**src/rtl/rtf65002_pkg.sv**
```systemverilog
// Shared definitions for the rtf65002 instruction-cache line-fill logic.
//   state_t     : fill controller states (IDLE, LOAD, SETTLE)
//   CTI_*       : Wishbone cycle-type codes used by the burst
//   LINE_WORDS  : 32-bit words per 16-byte cache line
//   bus_adr()   : Wishbone byte address of word widx within a line
//   cache_adr() : cache write address; bit 0 carries the tag-valid bit
package rtf65002_pkg;

    localparam int unsigned LINE_WORDS = 4;
    localparam int unsigned LINE_W     = 28;
    localparam int unsigned WIDX_W     = 2;

    localparam logic [2:0] CTI_INCR = 3'b010;
    localparam logic [2:0] CTI_EOB  = 3'b111;

    typedef enum logic [1:0] {
        ST_IDLE   = 2'd0,
        ST_LOAD   = 2'd1,
        ST_SETTLE = 2'd2
    } state_t;

    // Byte address of a word within the line on the 34-bit bus.
    function automatic logic [33:0] bus_adr(input logic [LINE_W-1:0] fline,
                                            input logic [WIDX_W-1:0] widx);
        return {2'b00, fline, widx, 2'b00};
    endfunction

    // Cache write address; the tag memory only captures when [3:2]==11,
    // which is also the only beat that sets the valid bit in bit 0.
    function automatic logic [33:0] cache_adr(input logic [LINE_W-1:0] fline,
                                              input logic [WIDX_W-1:0] widx);
        return {2'b00, fline, widx, 1'b0, widx == WIDX_W'(LINE_WORDS - 1)};
    endfunction

endpackage

```
**src/rtl/rtf65002_icache_loader.sv**
```systemverilog
// Instruction-cache line-fill controller.
// Watches the tag memory hit results for the registered fetch address and,
// on a miss, fetches the 16-byte line with a 4-beat Wishbone incrementing
// burst, writing each beat into the cache through a shared write port.
// The fetch stage is stalled (busy_o) until the new tag is readable.
// Ports:
//   clk_i, rst_i         : clock, asynchronous active-high reset
//   ic_en_i              : cache enable; 0 suppresses new fills
//   pc_i, hit0_i, hit1_i : fetch address and tag hits for rpc / rpc+8
//   busy_o               : fill in progress
//   cyc_o..adr_o, ack_i, err_i, dat_i : Wishbone master (burst reads)
//   ic_wr_o, ic_adr_o, ic_dat_o       : cache write port
//   bus_err_o            : one-cycle pulse when a fill is aborted by err_i
module rtf65002_icache_loader
    import rtf65002_pkg::*;
#(
    parameter int unsigned SETTLE_CYCLES = 3
) (
    input  logic        clk_i,
    input  logic        rst_i,
    input  logic        ic_en_i,
    input  logic [31:0] pc_i,
    input  logic        hit0_i,
    input  logic        hit1_i,
    output logic        busy_o,
    output logic        cyc_o,
    output logic        stb_o,
    output logic [2:0]  cti_o,
    output logic [1:0]  bte_o,
    output logic [3:0]  sel_o,
    output logic [33:0] adr_o,
    input  logic        ack_i,
    input  logic        err_i,
    input  logic [31:0] dat_i,
    output logic        ic_wr_o,
    output logic [33:0] ic_adr_o,
    output logic [31:0] ic_dat_o,
    output logic        bus_err_o
);

    localparam int unsigned CNT_W = 4;
    localparam logic [CNT_W-1:0]  SETTLE_LAST = CNT_W'(SETTLE_CYCLES - 1);
    localparam logic [WIDX_W-1:0] LAST_WORD   = WIDX_W'(LINE_WORDS - 1);

    state_t             state;
    logic [31:0]        rpc;
    logic [31:0]        rpcp8;
    logic               rpc_v;
    logic [LINE_W-1:0]  fill_line;
    logic [WIDX_W-1:0]  widx;
    logic [WIDX_W-1:0]  widx_nx;
    logic [LINE_W-1:0]  miss_line;
    logic               miss;
    logic [CNT_W-1:0]   settle_cnt;

    // Low address bits only select bytes within a line; the fill ignores them.
    logic unused_rpc_lo;
    assign unused_rpc_lo = ^{rpc[3:0], rpcp8[3:0]};

    // Only linear bursts are issued.
    assign bte_o = 2'b00;

    assign widx_nx = widx + WIDX_W'(1);

    // Line to fetch: a hit0 miss wins; a pending hit1 miss is seen again
    // after the fill settles.
    assign miss      = ic_en_i && rpc_v && !(hit0_i && hit1_i);
    assign miss_line = !hit0_i ? rpc[31:4] : rpcp8[31:4];

    // Registered copies of the fetch address, aligned with the tag RAM's
    // registered hit outputs.
    always_ff @(posedge clk_i or posedge rst_i) begin : align
        if (rst_i) begin
            rpc   <= '0;
            rpcp8 <= '0;
        end else begin
            rpc   <= pc_i;
            rpcp8 <= pc_i + 32'd8;
        end
    end

    // Fill FSM with registered bus and cache-write outputs.
    always_ff @(posedge clk_i or posedge rst_i) begin : fsm
        if (rst_i) begin
            state      <= ST_IDLE;
            rpc_v      <= 1'b0;
            fill_line  <= '0;
            widx       <= '0;
            settle_cnt <= '0;
            busy_o     <= 1'b0;
            cyc_o      <= 1'b0;
            stb_o      <= 1'b0;
            cti_o      <= 3'b000;
            sel_o      <= 4'h0;
            adr_o      <= '0;
            ic_wr_o    <= 1'b0;
            ic_adr_o   <= '0;
            ic_dat_o   <= '0;
            bus_err_o  <= 1'b0;
        end else begin
            ic_wr_o   <= 1'b0;
            bus_err_o <= 1'b0;
            rpc_v     <= 1'b1;

            unique case (state)
                ST_IDLE: begin
                    if (miss) begin
                        state     <= ST_LOAD;
                        busy_o    <= 1'b1;
                        fill_line <= miss_line;
                        widx      <= '0;
                        cyc_o     <= 1'b1;
                        stb_o     <= 1'b1;
                        sel_o     <= 4'hF;
                        cti_o     <= CTI_INCR;
                        adr_o     <= bus_adr(miss_line, '0);
                    end
                end

                ST_LOAD: begin
                    if (err_i) begin
                        // Abort: the erroring beat is not written, so the
                        // tag never becomes valid.
                        cyc_o      <= 1'b0;
                        stb_o      <= 1'b0;
                        sel_o      <= 4'h0;
                        cti_o      <= 3'b000;
                        bus_err_o  <= 1'b1;
                        settle_cnt <= '0;
                        state      <= ST_SETTLE;
                    end else if (ack_i) begin
                        ic_wr_o  <= 1'b1;
                        ic_dat_o <= dat_i;
                        ic_adr_o <= cache_adr(fill_line, widx);
                        widx     <= widx_nx;
                        if (widx == LAST_WORD) begin
                            cyc_o      <= 1'b0;
                            stb_o      <= 1'b0;
                            sel_o      <= 4'h0;
                            cti_o      <= 3'b000;
                            settle_cnt <= '0;
                            state      <= ST_SETTLE;
                        end else begin
                            adr_o <= bus_adr(fill_line, widx_nx);
                            cti_o <= (widx_nx == LAST_WORD) ? CTI_EOB : CTI_INCR;
                        end
                    end
                end

                ST_SETTLE: begin
                    // Wait for the written tag to come back through the
                    // tag RAM's synchronous read before trusting hits again.
                    if (settle_cnt == SETTLE_LAST) begin
                        state  <= ST_IDLE;
                        busy_o <= 1'b0;
                        rpc_v  <= 1'b0;
                    end else begin
                        settle_cnt <= settle_cnt + CNT_W'(1);
                    end
                end

                default: begin
                    state  <= ST_IDLE;
                    busy_o <= 1'b0;
                end
            endcase
        end
    end

endmodule

```
**config.mk**
```make
export PLATFORM = sky130hd
export DESIGN_NAME = rtf65002_icache_loader
export DESIGN_NICKNAME = d
export VERILOG_FILES = /design/src/rtl/rtf65002_pkg.sv /design/src/rtl/rtf65002_icache_loader.sv
export SDC_FILE = /design/constraint.sdc
export NUM_CORES = 1
export LEC_CHECK = 0
export BUFFER_PORTS_ARGS = -buffer_cell sky130_fd_sc_hd__buf_2
export CORE_ASPECT_RATIO = 1.4
export CORE_MARGIN = 4
export CORE_UTILIZATION = 53
export DETAILED_ROUTE_END_ITERATION = 12
export GPL_ROUTABILITY_DRIVEN = 0
export PLACE_DENSITY = 0.79
export SETUP_SLACK_MARGIN = 0.4
export SYNTH_ARGS = -nofsm -noshare
export SYNTH_HDL_FRONTEND = slang
export SYNTH_SLANG_ARGS = --single-unit
```
**constraint.sdc**
```tcl
create_clock -name clk_i -period 6.9 [get_ports clk_i]
set_input_delay 0 -clock clk_i [delete_from_list [all_inputs] [get_ports clk_i]]
set_output_delay 0 -clock clk_i [all_outputs]
set_load 0.01 [all_outputs]
```
==> flow_summary.toml <==
[timing]
rsz0062_at_grt = "no"
hold_viol_final = 0
tightest_slew_ps = 1170
finalMaxSlewViolations = 0
max_freq_mhz = 328
period_share_pct = 44.2
relSlewSlack_pct = 22.2
fin_crit_ps = 3050
setup_slack_ps = 3850
tns_ps = 0
fin_worst_skew_ps = 8.86
setup_violations = 0

[global_routing]
antenna_found_initial = 0
grt_max_degree = 112
grt_first_pass_wirelength_microns = 30200
grt_pass1_vias = 6040
grt_usage_pct = 22.4
grt-ovfl-total = 0

[critical_path]
cp-start-kind = "register"
crit_fanout = 69
worstSetupPathType = "reg2reg"
crit_cells = 4
r2r_start = "state[1]"
end_kind = "register"
r2r-end = "adr_o[10]"
crit_family = "compound AO/OA/AOI/OAI gates"
slowest_delay_ps = 1190
crit_chain = "nand2b_2 -> nand3b_4 -> o21ai_4 -> mux2_2"
crit_start = "state[1]"
crit_required_ps = 7200
critical_path.slowest_cell = "o21ai_4"
reg2reg_slack_ps = 3850
worstPathArrival_ps = 3360
rr_worst_depth = 4
cp.buffers_inverters = 0
crit_path_end = "adr_o[10]"

[final_layout]
final_common_cell = "nand2_1"
mostFrequentLayoutCells = "nand2_1 (223), dfrtp_1 (192), buf_2 (172)"
area_growth_pct = 26.8
num_antenna_cells = 0
drive_gt1_share_pct = 25.2
fin_util_pct = 68.5
fin_nets = 1023

[logic_synthesis]
yosysSeqAreaShare_pct = 61.6
yosysWarnings = 0
syn-cell-area_sq_um = 7800
synth_cell_types = 38
postSynthCellCount = 729
syn_area_per_cell_sq_um = 10.7
ys_ff_latch = 192

[die]
start_util_pct = 54.0
die_area_sq_um = 16800
ios = 185
row_count = 52
die_h_microns = 152
core_area_sq_um = 14400
die_w_microns = 111

[drt]
wire_per_inst_microns = 15.6
wirelength_microns = 17900
ant_nets = 0
drtIter0Drc = 387
post-route-drc-count = 0
vias = 5803
viasPerCell = 5.05
firstDrtPassIters = 5

[power]
finalPower_mw = 3.89
p_per_area_nw_per_um2 = 393
vdd_drop_max_v = 0.000220
p_leak_nw = 5.01

[status]
status = "completed"

[clock_network]
numCtsBuffers = 17
cts_max_level = 4
cts_tree = "done"
clockRootBuffer = "clkbuf_16"
path_clk_slew_ps = 70
cts_sinks = 192
cts_max_path_buffers = 2
cts_resized = 0
insertion_delay_ps = 420

[placement]
place_ws_ps = 3820
dp_hpwl_microns = 11000
place.port_buffers = 172

[flow_run]
cap_violations = 0

[hold_path]
hold_class = "in2reg"
==> report_power, final <==
group,switching (mW),leakage [nW],internal (mW)
Sequential,0.219,2.34,1.50
Clock,0.441,0.268,0.516
Combinational,0.695,2.40,0.513
==> registers in the layout, summed over array words and instances (netlist names) <==
register / flops
adr_o: 30
bus_err_o: 1
busy_o: 1
cti_o: 2
fill_line: 28
ic_adr_o: 31
ic_dat_o: 32
ic_wr_o: 1
rpc: 28
rpc_v: 1
rpcp8: 28
sel_o: 1
settle_cnt: 4
state: 2
widx: 2
==> cell type report <==
| class | instances | area, sq um |
|---|---|---|
| clock buffer | 19 | 443 |
| clock inverter | 13 | 129 |
| fill | 1061 | 4550 |
| inverter | 10 | 45.0 |
| multi-input combinational | 487 | 2710 |
| sequential | 192 | 4800 |
| tap | 189 | 236 |
| timing repair buffer | 239 | 1520 |
==> routing by layer <==
metal  wire (microns)  track usage (%)  part of all wire (%)
met5                0                0                     0
met4              248             6.59                   1.4
met3              765             4.25                   4.3
met2             9500             41.1                    53
met1             7430             26.9                    41
==> metrics by stage <==
step | cell area [sq um] | cells | hold WS [ps]
finish | 9890 | 1149 | 32.2
global route | 9890 | 1149 | 57.3
CTS | 9890 | 1149 | 11.5
detailed placement | 8680 | 1053 | 136
global placement | 8680 | 1053 | 133
floorplan | 7830 | 737 | 31.4
==> tightest hold or removal path: cells and delay by family <==
| family | cells | cell delay [ps] |
|---|---|---|
| buffers and inverters | 1 | 90 |
| AOI/OAI and AO/OA | 1 | 80 |
| and+or+nand+nor | 1 | 250 |
==> worst min-delay path by stage <==
stage	end	from	depth (start not counted)	slack, ps
finish	widx[1]	ic_en_i	3	30
global placement	rpc[31]	pc_i[31]	1	130
global route	widx[1]	ic_en_i	3	60
detailed placement	rpc[31]	pc_i[31]	1	140
CTS	widx[1]	ic_en_i	3	10
floorplan	rpc[10]	pc_i[10]	0	30
==> cell usage after synthesis (all sizes together) <==
cell type | n | share of area (%)
xnor2 | 20 | 2.2
and4 | 1 | 0.11
nand3 | 17 | 1.1
o2bb2ai | 1 | 0.11
and3 | 4 | 0.32
o21a | 1 | 0.096
conb | 1 | 0.048
o22a | 2 | 0.22
nor2b | 1 | 0.080
nand3b | 2 | 0.35
ha | 5 | 0.80
o31ai | 2 | 0.19
dfrtp | 192 | 62
nand2 | 223 | 11
buf | 36 | 3.0
mux2i | 29 | 3.7
o21ai | 37 | 2.5
inv | 10 | 0.48
nand4 | 12 | 1.2
nor2 | 43 | 2.1
nor3 | 1 | 0.064
nand2b | 2 | 0.16
xor2 | 8 | 0.90
a21oi | 30 | 1.9
nor4 | 3 | 0.63
nor3b | 1 | 0.096
clkbuf | 12 | 0.58
o22ai | 2 | 0.16
mux2 | 31 | 4.5
==> repair_timing <==
item	CTS	global route
buffers inserted	0	0
hold buffers	64	0
endpoints found under the hold margin	203	0
==> kinds of logic (layout without fill, tap and decap cells) <==
kind of cell | after synthesis | in the layout | share of synthesized area, %
AND/OR/NAND/NOR | 310 | 310 | 16.9
AO/OA/AOI/OAI | 75 | 75 | 5.23
buffers and inverters | 58 | 281 | 4.09
other | 1 | 9 | 0.0481
multiplexers | 60 | 60 | 8.19
flip-flops | 192 | 192 | 61.6
XOR/XNOR | 28 | 28 | 3.14
adder cells (fa/ha/maj) | 5 | 5 | 0.802
No activity file was read; power rests on OpenSTA's default activity.
